[src/rtl/button_pkg.sv]
// rtl/button_pkg.sv - shared constants and types for the button reader
package button_pkg;

  localparam int NUM_BTN = 4;

  typedef enum logic [1:0] {
    EVT_PRESS   = 2'd0,
    EVT_RELEASE = 2'd1,
    EVT_HOLD    = 2'd2,
    EVT_RSVD    = 2'd3
  } evt_kind_e;

  typedef logic [1:0] chan_t;

endpackage

[src/rtl/button_debounce.sv]
// rtl/button_debounce.sv - one button channel: synchroniser, debounce, edge pulses
// Optional hold counter built when BUTTON_READER_HOLD_EN is defined.
module button_debounce #(
  parameter int DB_CYCLES   = 250000
`ifdef BUTTON_READER_HOLD_EN
  , parameter int HOLD_CYCLES = 25000000
`endif
) (
  input  logic clk,
  input  logic resetn,
  input  logic btn,
  output logic level,
  output logic press,
  output logic release_pulse
`ifdef BUTTON_READER_HOLD_EN
  , output logic hold
`endif
);

  localparam int              DB_W     = $clog2(DB_CYCLES);
  localparam logic [DB_W-1:0] CNT_LAST = DB_W'(DB_CYCLES - 1);

  logic [1:0]      sync_q, sync_d;
  logic [DB_W-1:0] cnt_q, cnt_d;
  logic            level_q, level_d;
  logic            level_dly_q, level_dly_d;
  logic            press_q, press_d;
  logic            release_q, release_d;

  always_comb begin
    sync_d  = {sync_q[0], btn};
    cnt_d   = '0;
    level_d = level_q;
    // Count only while the synchronised value disagrees; any agreement restarts it.
    if (sync_q[1] != level_q) begin
      if (cnt_q == CNT_LAST) level_d = ~level_q;
      else                   cnt_d   = cnt_q + 1'b1;
    end
    level_dly_d = level_q;
    press_d     = level_q & ~level_dly_q;
    release_d   = ~level_q & level_dly_q;
  end

  always_ff @(posedge clk or negedge resetn) begin
    if (!resetn) begin
      sync_q      <= '0;
      cnt_q       <= '0;
      level_q     <= 1'b0;
      level_dly_q <= 1'b0;
      press_q     <= 1'b0;
      release_q   <= 1'b0;
    end else begin
      sync_q      <= sync_d;
      cnt_q       <= cnt_d;
      level_q     <= level_d;
      level_dly_q <= level_dly_d;
      press_q     <= press_d;
      release_q   <= release_d;
    end
  end

  assign level         = level_q;
  assign press         = press_q;
  assign release_pulse = release_q;

`ifdef BUTTON_READER_HOLD_EN
  localparam int                HOLD_W    = $clog2(HOLD_CYCLES);
  localparam logic [HOLD_W-1:0] HOLD_LAST = HOLD_W'(HOLD_CYCLES - 1);

  logic [HOLD_W-1:0] hold_cnt_q, hold_cnt_d;
  logic              hold_done_q, hold_done_d;
  logic              hold_q, hold_d;

  // hold_done blocks re-firing until the level drops and the channel is pressed again.
  always_comb begin
    hold_cnt_d  = '0;
    hold_done_d = 1'b0;
    hold_d      = 1'b0;
    if (level_q) begin
      hold_done_d = hold_done_q;
      if (!hold_done_q) begin
        if (hold_cnt_q == HOLD_LAST) begin
          hold_d      = 1'b1;
          hold_done_d = 1'b1;
        end else begin
          hold_cnt_d = hold_cnt_q + 1'b1;
        end
      end
    end
  end

  always_ff @(posedge clk or negedge resetn) begin
    if (!resetn) begin
      hold_cnt_q  <= '0;
      hold_done_q <= 1'b0;
      hold_q      <= 1'b0;
    end else begin
      hold_cnt_q  <= hold_cnt_d;
      hold_done_q <= hold_done_d;
      hold_q      <= hold_d;
    end
  end

  assign hold = hold_q;
`endif

endmodule

[src/rtl/button_reader.sv]
// rtl/button_reader.sv - four debounced buttons feeding a prioritised event register
// Hold events are built only when BUTTON_READER_HOLD_EN is defined.
module button_reader
  import button_pkg::*;
#(
  parameter int DB_CYCLES   = 250000,
  parameter int HOLD_CYCLES = 25000000
) (
  input  logic               clk,
  input  logic               resetn,
  input  logic [NUM_BTN-1:0] btn,
  output logic [NUM_BTN-1:0] level,
  output logic [NUM_BTN-1:0] press,
  output logic [NUM_BTN-1:0] release_pulse,
  output logic               evt_valid,
  input  logic               evt_ready,
  output logic [1:0]         evt_kind,
  output chan_t              evt_chan,
  output logic               evt_ovf
);

`ifdef BUTTON_READER_HOLD_EN
  localparam int NFLAG = 3 * NUM_BTN;
  logic [NUM_BTN-1:0] hold_pulse;
`else
  localparam int NFLAG = 2 * NUM_BTN;
`endif

  logic [NFLAG-1:0] pulse, avail, take;
  logic [NFLAG-1:0] pend_q, pend_d;
  logic             evt_valid_q, evt_valid_d;
  logic [1:0]       evt_kind_q, evt_kind_d;
  chan_t            evt_chan_q, evt_chan_d;
  logic             evt_ovf_q, evt_ovf_d;
  logic             load, sel_hit;
  logic [3:0]       sel_idx;

  for (genvar ch = 0; ch < NUM_BTN; ch++) begin : g_ch
    button_debounce #(
      .DB_CYCLES(DB_CYCLES)
`ifdef BUTTON_READER_HOLD_EN
      , .HOLD_CYCLES(HOLD_CYCLES)
`endif
    ) u_debounce (
      .clk           (clk),
      .resetn        (resetn),
      .btn           (btn[ch]),
      .level         (level[ch]),
      .press         (press[ch]),
      .release_pulse (release_pulse[ch])
`ifdef BUTTON_READER_HOLD_EN
      , .hold        (hold_pulse[ch])
`endif
    );
  end

  // Flag index = kind * NUM_BTN + channel, so the lowest set index is the highest priority.
`ifdef BUTTON_READER_HOLD_EN
  assign pulse = {hold_pulse, release_pulse, press};
`else
  assign pulse = {release_pulse, press};
`endif

  always_comb begin
    avail   = pend_q | pulse;
    load    = ~evt_valid_q | evt_ready;
    sel_hit = 1'b0;
    sel_idx = '0;
    for (int i = NFLAG - 1; i >= 0; i--) begin
      if (avail[i]) begin
        sel_hit = 1'b1;
        sel_idx = 4'(i);
      end
    end
    take = NFLAG'(load & sel_hit) << sel_idx;

    // A pulse landing on a flag that is being consumed this cycle re-arms it instead of overflowing.
    pend_d    = (avail & ~take) | (pend_q & pulse);
    evt_ovf_d = evt_ovf_q | (|(pend_q & pulse & ~take));

    evt_valid_d = evt_valid_q;
    evt_kind_d  = evt_kind_q;
    evt_chan_d  = evt_chan_q;
    if (load) begin
      evt_valid_d = sel_hit;
      if (sel_hit) begin
        evt_kind_d = sel_idx[3:2];
        evt_chan_d = sel_idx[1:0];
      end
    end
  end

  always_ff @(posedge clk or negedge resetn) begin
    if (!resetn) begin
      pend_q      <= '0;
      evt_valid_q <= 1'b0;
      evt_kind_q  <= '0;
      evt_chan_q  <= '0;
      evt_ovf_q   <= 1'b0;
    end else begin
      pend_q      <= pend_d;
      evt_valid_q <= evt_valid_d;
      evt_kind_q  <= evt_kind_d;
      evt_chan_q  <= evt_chan_d;
      evt_ovf_q   <= evt_ovf_d;
    end
  end

  assign evt_valid = evt_valid_q;
  assign evt_kind  = evt_kind_q;
  assign evt_chan  = evt_chan_q;
  assign evt_ovf   = evt_ovf_q;

endmodule

[config.mk]
export PLATFORM = sky130hd
export DESIGN_NAME = button_reader
export DESIGN_NICKNAME = d
export VERILOG_FILES = /design/src/rtl/button_pkg.sv /design/src/rtl/button_debounce.sv /design/src/rtl/button_reader.sv
export SDC_FILE = /design/constraint.sdc
export NUM_CORES = 1
export LEC_CHECK = 0
export CAP_MARGIN = 20
export CORE_ASPECT_RATIO = 0.6
export CORE_MARGIN = 4
export CORE_UTILIZATION = 45
export CTS_BUF_LIST = sky130_fd_sc_hd__clkbuf_2
export DETAILED_ROUTE_END_ITERATION = 10
export GPL_TIMING_DRIVEN = 0
export PLACE_DENSITY = 0.67
export SLEW_MARGIN = 5
export SYNTH_ARGS = -nofsm -noshare
export SYNTH_HDL_FRONTEND = slang
export SYNTH_SLANG_ARGS = --single-unit
[constraint.sdc]
create_clock -name clk -period 2.5 [get_ports clk]
set_input_delay 0.5 -clock clk [delete_from_list [all_inputs] [get_ports clk]]
set_output_delay 0.5 -clock clk [all_outputs]
set_load 0.01 [all_outputs]
==> results.json, run 1 <==
{
  "synth_seq_cells": 109,
  "grt_first_pass_wirelength_mm": 16.1,
  "drt_wl_total_mm": 9.18,
  "nets": 530,
  "drive_gt1_frac": 0.0973,
  "post-dp-hpwl_mm": 6.60,
  "post_cts_buffers": 0,
  "gp_congestion": 0.821,
  "cp.arrival_ns": 1.82,
  "ir_worst_vdd_mv": 0.176,
  "dp.cells": 646,
  "grt_max_degree": 97,
  "drtIter0Drc": 232,
  "vias_per_cell": 5.17,
  "endpoint_kind": "output pin",
  "cts_tree": "yes",
  "rows": 29,
  "drc": 0,
  "layoutNonFillerInstCount": 663,
  "crit_type": "reg2out",
  "synth_fp_nets": 494,
  "cp.required_ns": 2.00,
  "routedWlPerCell_um": 13.8,
  "outcome": "complete, no violations",
  "hold_path.class": "in2async",
  "overflow": 0,
  "setup_viol": 0,
  "ys_seq_area_frac": 0.545,
  "max_cap_violations": 0,
  "finClkSkew_ns": 0.0212,
  "finalMaxSlewViolations": 0,
  "path_cells": "buf_4, clkdlybuf4s50_1",
  "dieWidth_um": 144,
  "worst-slew-pin-transition_ns": 0.692,
  "cts.sinks": 109,
  "port_buffers": 23,
  "postRouteAntennaNets": 0,
  "syn_avg_cell_area_sq_um": 10.4,
  "final_hold_viol_count": 0,
  "worst_path_max_delay_cell": "dfrtp_1",
  "core_sq_mm": 0.0107,
  "place_area_sq_mm": 0.00544,
  "whs_ns": 0.265,
  "cts_root_buffer": "clkbuf_2",
  "power_leakage_nw": 2.44,
  "yosysUniqueCellTypes": 45,
  "stdcell_area_sq_mm": 0.00556,
  "layout_commonest_cell": "dfrtp_1",
  "cts.clk_slew.worst_paths_ns": 0.26,
  "first_pass_iters": 4,
  "design.portCount": 25,
  "grt_pass1_vias": 3234,
  "ctsHtreeMaxLevel": 3,
  "worstSkewPairLatency_ns": 0.57,
  "fin_crit_sh": 0.927,
  "slew_headroom": 0.535,
  "vias": 3426,
  "min_period_ns": 2.32,
  "die_y_um": 89.7,
  "antenna_found_initial": 0,
  "cpLargestDelayFamily": "buffers and inverters",
  "synthArstFlopShare": 1.00,
  "clock_path_buffers": 2,
  "mostFrequentLayoutCells": "dfrtp_1, nor2_1, nand2_1",
  "p_per_area_mw_per_mm2": 481,
  "fmax_ghz": 0.431,
  "synth_edf_count": 0,
  "area_delta_synth_final_pct": 10.9,
  "dieArea_sq_mm": 0.0129,
  "start_util": 0.468,
  "yosysWarningCount": 0,
  "numCtsBuffers": 9,
  "cp-start-kind": "flip-flop",
  "syn_area_sq_mm": 0.00501,
  "rsz0062_at_grt": "no",
  "crit_fanout": 6,
  "crit_buf_inv": 2,
  "yosys_most_used_dff": "dfrtp_1",
  "diodes": 0,
  "finalSetupTns_ns": 0,
  "grt_usage": 0.153,
  "slowest_delay_ns": 0.57,
  "synthCells": 483
}
## routing by layer
layer	GRT usage	wire [um]	vias to the layer above
met5	0	0	-
met4	0.0365	74	0
met3	0.0435	476	6
met2	0.210	3890	73
met1	0.239	4740	1647
li1	-	-	1700
## what timing repair did
| item | in CTS | in global routing |
|---|---|---|
| endpoints found under the setup margin | 0 | 0 |
| gates resized for setup | 0 | 0 |
| hold buffers | 1 | 0 |
| endpoints found under the hold margin | 53 | 0 |
## state kept, by name, summed over array words and instances (netlist names)
name                           flops
evt_valid                          1
g_ch.u_debounce.cnt_q             72
evt_ovf                            1
g_ch.u_debounce.release_pulse      4
g_ch.u_debounce.press              4
pend_q                             8
evt_chan                           2
g_ch.u_debounce.level              4
evt_kind                           1
g_ch.u_debounce.level_dly_q        4
g_ch.u_debounce.sync_q             8
## area by class of cell
class,count,area (sq um)
Tap cell,139,174
Sequential cell,109,2730
Buffer,21,155
Clock inverter,6,53.8
Timing Repair Buffer,25,269
Inverter,9,33.8
Multi-Input combinational cell,344,2090
Fill cell,932,5150
Clock buffer,10,50.0
## Yosys cell counts (all sizes together), types with 2 or more instances
library cell / count / area share
or2: 5 / 0.0062
a21oi: 8 / 0.0080
nor2b: 9 / 0.011
o31ai: 2 / 0.0030
nand4: 15 / 0.019
xor2: 33 / 0.058
and4: 3 / 0.0052
nor4: 15 / 0.025
nor4b: 4 / 0.0070
o21ai: 4 / 0.0040
a31oi: 2 / 0.0025
a221oi: 2 / 0.0047
and3b: 2 / 0.0035
buf: 20 / 0.030
dfrtp: 109 / 0.54
maj3: 8 / 0.017
mux2: 4 / 0.0090
inv: 9 / 0.0067
nor3: 6 / 0.0080
ha: 4 / 0.010
xnor2: 33 / 0.058
nand2: 40 / 0.030
nor2: 98 / 0.073
or3: 2 / 0.0025
and3: 6 / 0.0075
nand3: 28 / 0.028
## path summary, 6_finish.rpt
path	start	slack [ns]	end	depth (start not counted)
max	g_ch[2].u_debounce.release_pulse$_DFF_PN0_	0.18	release_pulse[2]	2
min	resetn	0.26	g_ch[2].u_debounce.sync_q[0]$_DFF_PN0_	2
max reg2reg	g_ch[1].u_debounce.press$_DFF_PN0_	0.27	evt_ovf$_DFF_PN0_	6
min reg2reg	g_ch[0].u_debounce.sync_q[0]$_DFF_PN0_	0.38	g_ch[0].u_debounce.sync_q[1]$_DFF_PN0_	0
max in group asynchronous	resetn	1.53	g_ch[1].u_debounce.cnt_q[16]$_DFF_PN0_	3
min in group clk	btn[2]	0.32	g_ch[2].u_debounce.sync_q[0]$_DFF_PN0_	1
## worst register-to-register path, stage by stage, from the launching register on
cell	delay [ns]
dfrtp_1	0.52
nor4_1	0.65
and3_1	0.28
buf_4	0.15
a31oi_1	0.12
a221oi_2	0.19
o221ai_1	0.18
## power by group
group          leakage [nW]  switching [W]  internal, W
sequential             1.49      0.0000179      0.00179
clock                0.0644       0.000538     0.000223
combinational         0.887      0.0000663    0.0000392
## logic make-up after synthesis
| kind of cell | share of synthesized area |
|---|---|
| AOI/OAI and AO/OA | 0.0327 |
| and+or+nand+nor | 0.233 |
| xor gates and xnor gates | 0.115 |
| DFF | 0.545 |
| other | 0.000749 |
| muxes | 0.00899 |
| buffers and inverters | 0.0377 |
| adders and majority gates | 0.0270 |
## per-stage QoR
step / total power, W / worst slack, ns / utilization
after floorplan: 0.00188 / 0.825 / -
after global placement: 0.00194 / -3.16 / 0.506
after detailed placement: 0.00195 / 0.253 / 0.508
after CTS: 0.00272 / 0.113 / 0.519
after global routing: 0.00280 / 0.0322 / 0.519
final: 0.00267 / 0.181 / 0.519
Power figures use the tool's default switching activity.
==> run 2, diff against run 1 <==
- ABC_CLOCK_PERIOD_IN_PS: default -> 2500
- CTS_BUF_LIST: sky130_fd_sc_hd__clkbuf_2 -> default
==> run 2 against run 1 <==
Compared with the run above: combinational power is essentially flat; sequential cell count unchanged; critical endpoint is now evt_ovf$_DFF_PN0_; first-iteration DRC count down 0.43%.
==> results.json, run 2 (same netlist as run 1, synthesis figures left out) <==
{
  "vias_per_cell": 5.16,
  "rsz0062_at_grt": "no",
  "die_y_um": 89.7,
  "cp.required_ns": 2.68,
  "hold_end": "g_ch[0].u_debounce.sync_q[1]$_DFF_PN0_",
  "mostFrequentLayoutCells": "dfrtp_1, nor2_1, nand2_1",
  "worstSkewPairLatency_ns": 0.35,
  "grt_usage": 0.156,
  "ir_worst_vdd_mv": 0.344,
  "cp.arrival_ns": 2.42,
  "numCtsBuffers": 9,
  "crit_fanout": 7,
  "grt_first_pass_wirelength_mm": 16.2,
  "port_buffers": 23,
  "worst_path_max_delay_cell": "nor4_1",
  "overflow": 0,
  "cts.clk_slew.worst_paths_ns": 0.07,
  "regMostFlops": "g_ch.u_debounce.cnt_q",
  "setup_viol": 0,
  "post-dp-hpwl_mm": 6.60,
  "postRouteAntennaNets": 0,
  "slew_headroom": 0.524,
  "rrSetupSlack_ns": 0.27,
  "rows": 29,
  "drc": 0,
  "r2r-end": "evt_ovf$_DFF_PN0_",
  "final_hold_viol_count": 0,
  "r2r-start": "g_ch[1].u_debounce.press$_DFF_PN0_",
  "finalMaxSlewViolations": 0,
  "p_per_area_mw_per_mm2": 585,
  "finClkSkew_ns": 0.00804,
  "power_leakage_nw": 2.53,
  "cts_root_buffer": "clkbuf_16",
  "drt_wl_total_mm": 9.36,
  "layout_commonest_cell": "dfrtp_1",
  "rr_worst_depth": 6,
  "n_fill_cell": 909,
  "drive_gt1_frac": 0.101,
  "min_from": "g_ch[0].u_debounce.sync_q[0]$_DFF_PN0_",
  "antenna_found_initial": 0,
  "cts_tree": "yes",
  "grt_max_degree": 97,
  "whs_path_depth": 0,
  "whs_ns": 0.347,
  "ctsHtreeMaxLevel": 3,
  "outcome": "complete, no violations",
  "dp.cells": 646,
  "core_sq_mm": 0.0107,
  "max_cap_violations": 0,
  "worst-slew-pin-transition_ns": 0.707,
  "endpoint_kind": "flip-flop",
  "drtIter0Drc": 231,
  "clock_path_buffers": 2,
  "top_regs": "g_ch.u_debounce.cnt_q: 72 flops, g_ch.u_debounce.sync_q: 8 flops, pend_q: 8 flops",
  "diodes": 0,
  "crit_type": "reg2reg",
  "area_delta_synth_final_pct": 15.1,
  "grt_pass1_vias": 3234,
  "path_cells": "nor4_1, and3_1, buf_4, a31oi_1, a221oi_2, o221ai_1",
  "fmax_ghz": 0.448,
  "dieArea_sq_mm": 0.0129,
  "first_pass_iters": 5,
  "hold_path.class": "reg2reg",
  "nets": 530,
  "cts.sinks": 109,
  "routedWlPerCell_um": 14.1,
  "min_period_ns": 2.23,
  "dieWidth_um": 144,
  "cts_resized": 0,
  "fin_crit_sh": 0.893,
  "design.portCount": 25,
  "layoutNonFillerInstCount": 663,
  "start_util": 0.468,
  "vias": 3418,
  "gp_congestion": 0.821,
  "largest_reg_flops": 72,
  "slowest_delay_ns": 0.67,
  "cp-start-kind": "flip-flop"
}
-- run 2: cell count changes in the layout (fill, tap and decap cells not counted), sizes merged --
cell and change:
clkinv -3, clkbuf +3
-- run 2: timing repair --
item	in CTS	in global routing
hold buffers	1	0
setup buffers	0	0
endpoints found under the hold margin	13	0
-- run 2: layout make-up --
type	instances	area, sq um	share of cell area
multi-input combinational	344	2090	0.363
sequential	109	2730	0.473
buffer	21	155	0.0269
clock buffer	13	270	0.0469
timing repair buffer	25	269	0.0467
inverter	9	33.8	0.00586
tap	139	174	0.0302
clock inverter	3	42.5	0.00738
-- run 2: power breakdown --
part	total, W	internal, W	switching, W	leakage, nW
combinational	0.000105	0.0000392	0.0000663	0.887
clock	0.00146	0.000857	0.000607	0.152
sequential	0.00180	0.00179	0.0000179	1.49
total	0.00337	0.00268	0.000691	2.53
-- run 2: worst max-delay path: cells and delay by family (launching register included) --
kind | cells | cell delay [ns]
AO/OA/AOI/OAI | 3 | 0.51
buffers and inverters | 1 | 0.16
AND/OR/NAND/NOR | 2 | 0.95
flip-flops | 1 | 0.45
-- run 2: through the flow --
stage                     utilization  instance area [sq um]  setup TNS (ns)  power [W]  setup slack [ns]
after floorplan                     -                   5010               0    0.00188             0.825
after global placement          0.506                   5410         -343.93    0.00194             -3.16
after detailed placement        0.508                   5440               0    0.00195             0.253
after CTS                       0.539                   5760               0    0.00342             0.336
after global routing            0.539                   5760               0    0.00351             0.118
final                           0.539                   5760               0    0.00337             0.268
-- run 2: worst max path at each step --
stage	startpoint	endpoint	slack, ns	depth (start not counted)
6_report	g_ch[1].u_debounce.press$_DFF_PN0_	evt_ovf$_DFF_PN0_	0.27	6
5_1_grt	g_ch[1].u_debounce.press$_DFF_PN0_	evt_ovf$_DFF_PN0_	0.12	6
4_1_cts	g_ch[1].u_debounce.press$_DFF_PN0_	evt_ovf$_DFF_PN0_	0.34	6
3_5_place_dp	evt_ready	evt_ovf$_DFF_PN0_	0.25	7
3_3_place_gp	resetn	g_ch[3].u_debounce.cnt_q[12]$_DFF_PN0_	-3.16	1
2_1_floorplan	g_ch[2].u_debounce.cnt_q[0]$_DFF_PN0_	g_ch[2].u_debounce.cnt_q[14]$_DFF_PN0_	0.83	7
-- run 2: layer usage --
metal / track usage / routed length, um / up-vias
li1: - / - / 1688
met1: 0.237 / 4860 / 1651
met2: 0.215 / 3970 / 66
met3: 0.0536 / 432 / 13
met4: 0.0334 / 102 / 0
met5: 0 / 0 / -
==> run 3, diff against run 2 <==
- SETUP_SLACK_MARGIN: default -> 0.4
==> run 3 against run 2 <==
Compared with the run above: non-clock buffer count stayed put; largest cell class unchanged; largest power group unchanged; via count is 0.20% higher; critical path depth is 4 lower; first-iteration DRC count is 23% lower; critical endpoint is now release_pulse[0].
==> results.json, run 3 (same netlist as run 1, synthesis figures left out) <==
{
  "outcome": "complete, no violations",
  "path_cells": "buf_4, clkdlybuf4s50_1",
  "dieWidth_um": 144,
  "ctsHtreeMaxLevel": 3,
  "rows": 29,
  "first_pass_iters": 4,
  "start_util": 0.468,
  "top_regs": "g_ch.u_debounce.cnt_q: 72 flops, g_ch.u_debounce.sync_q: 8 flops, pend_q: 8 flops",
  "final_hold_viol_count": 0,
  "layout_commonest_cell": "dfrtp_1",
  "power_leakage_nw": 2.54,
  "grt_pass1_vias": 3234,
  "largest_reg_flops": 72,
  "slowest_delay_ns": 0.52,
  "swShare": 0.204,
  "finClkSkew_ns": 0.00757,
  "cp.arrival_ns": 1.53,
  "drtIter0Drc": 177,
  "multi_input_area_sq_mm": 0.00211,
  "cts.sinks": 109,
  "drive_gt1_frac": 0.109,
  "endpoint_kind": "output pin",
  "design.portCount": 25,
  "numCtsBuffers": 9,
  "worstSkewPairLatency_ns": 0.34,
  "fmax_ghz": 0.493,
  "p_int_w": 0.00268,
  "worst_path_max_delay_cell": "clkdlybuf4s50_1",
  "place_area_sq_mm": 0.00544,
  "cts.clk_slew.worst_paths_ns": 0.07,
  "fin_crit_sh": 0.811,
  "p_per_area_mw_per_mm2": 582,
  "cp.required_ns": 2.00,
  "grt_max_degree": 97,
  "post_cts_buffers": 0,
  "routedWlPerCell_um": 14.0,
  "vias_per_cell": 5.17,
  "clkPwrFrac": 0.433,
  "min_period_ns": 2.03,
  "area_delta_synth_final_pct": 15.5,
  "overflow": 0,
  "seqCellArea_sq_mm": 0.00273,
  "nets": 530,
  "slew_headroom": 0.504,
  "vias": 3425,
  "combPwrFrac": 0.031,
  "grt_first_pass_wirelength_mm": 16.2,
  "postRouteAntennaNets": 0,
  "cts_root_buffer": "clkbuf_16",
  "p_total_w": 0.00337,
  "finalMaxSlewViolations": 0,
  "worst-slew-pin-transition_ns": 0.737,
  "diodes": 0,
  "mostFrequentLayoutCells": "dfrtp_1, nor2_1, nand2_1",
  "drt_wl_total_mm": 9.29,
  "finalSetupTns_ns": 0,
  "p_switching_w": 0.000686,
  "cts_tree": "yes",
  "regMostFlops": "g_ch.u_debounce.cnt_q",
  "port_buffers": 23,
  "rsz0062_at_grt": "yes",
  "stdcell_area_sq_mm": 0.00578,
  "max_cap_violations": 0,
  "gp_congestion": 0.821,
  "clock_path_buffers": 2,
  "post-dp-hpwl_mm": 6.60,
  "hold_path.class": "reg2reg",
  "core_sq_mm": 0.0107,
  "antenna_found_initial": 0,
  "die_y_um": 89.7,
  "grt_usage": 0.156,
  "p_seq_frac": 0.535,
  "cp-start-kind": "flip-flop",
  "crit_type": "reg2out",
  "crit_fanout": 7,
  "n_fill_cell": 908,
  "ir_worst_vdd_mv": 0.339,
  "setup_viol": 0,
  "dieArea_sq_mm": 0.0129,
  "drc": 0
}
[run 3: cell type report]
type / count / area share
clock inverter: 3 / 0.00736
sequential: 109 / 0.472
tap: 139 / 0.0301
multi-input combinational: 344 / 0.364
clock buffer: 13 / 0.0467
buffer: 21 / 0.0270
inverter: 9 / 0.00584
timing repair buffer: 25 / 0.0465
[run 3: power groups by stage]
stage	Clock [W]	Sequential, W	Combinational, W
floorplan	0	0.00183	0.0000480
global placement	0	0.00184	0.000101
detailed placement	0	0.00184	0.000109
CTS	0.00150	0.00180	0.000110
global route	0.00158	0.00181	0.000124
finish	0.00146	0.00180	0.000105
[run 3: path summary, 6_finish.rpt]
check / slack, ns / from / depth (start not counted) / to
max in group asynchronous: 1.28 / resetn / 3 / g_ch[2].u_debounce.release_pulse$_DFF_PN0_
worst min register to register: 0.35 / g_ch[0].u_debounce.sync_q[0]$_DFF_PN0_ / 0 / g_ch[0].u_debounce.sync_q[1]$_DFF_PN0_
min in group asynchronous: 0.54 / resetn / 2 / g_ch[2].u_debounce.sync_q[0]$_DFF_PN0_
worst min-delay path: 0.35 / g_ch[0].u_debounce.sync_q[0]$_DFF_PN0_ / 0 / g_ch[0].u_debounce.sync_q[1]$_DFF_PN0_
worst max-delay path: 0.47 / g_ch[0].u_debounce.release_pulse$_DFF_PN0_ / 2 / release_pulse[0]
worst max register to register: 0.52 / g_ch[2].u_debounce.press$_DFF_PN0_ / 6 / evt_ovf$_DFF_PN0_
[run 3: routing by layer]
metal | routed length [um] | track usage
met1 | 4760 | 0.237
met2 | 4020 | 0.215
met3 | 464 | 0.0536
met4 | 46 | 0.0334
met5 | 0 | 0
[run 3: per-stage QoR]
stage / hold WS [ns] / std cells / utilization / setup slack (ns)
2_1_floorplan: 0.204 / 483 / - / 0.825
3_3_place_gp: 0.334 / 645 / 0.506 / -3.16
3_5_place_dp: 0.335 / 646 / 0.508 / 0.253
4_1_cts: 0.351 / 663 / 0.539 / 0.436
5_1_grt: 0.361 / 663 / 0.540 / 0.352
6_report: 0.349 / 663 / 0.540 / 0.474
[run 3: worst max-delay path: cells and delay by family (launching register included)]
family	cells	cell delay, ns
buffers and inverters	2	0.68
flip-flops	1	0.50
[run 3: what timing repair did]
action,in CTS,in global routing
setup endpoints to repair,1,13
cloned,0,0
endpoints found under the hold margin,13,0
hold buffers,1,0
gates resized for setup,1,5
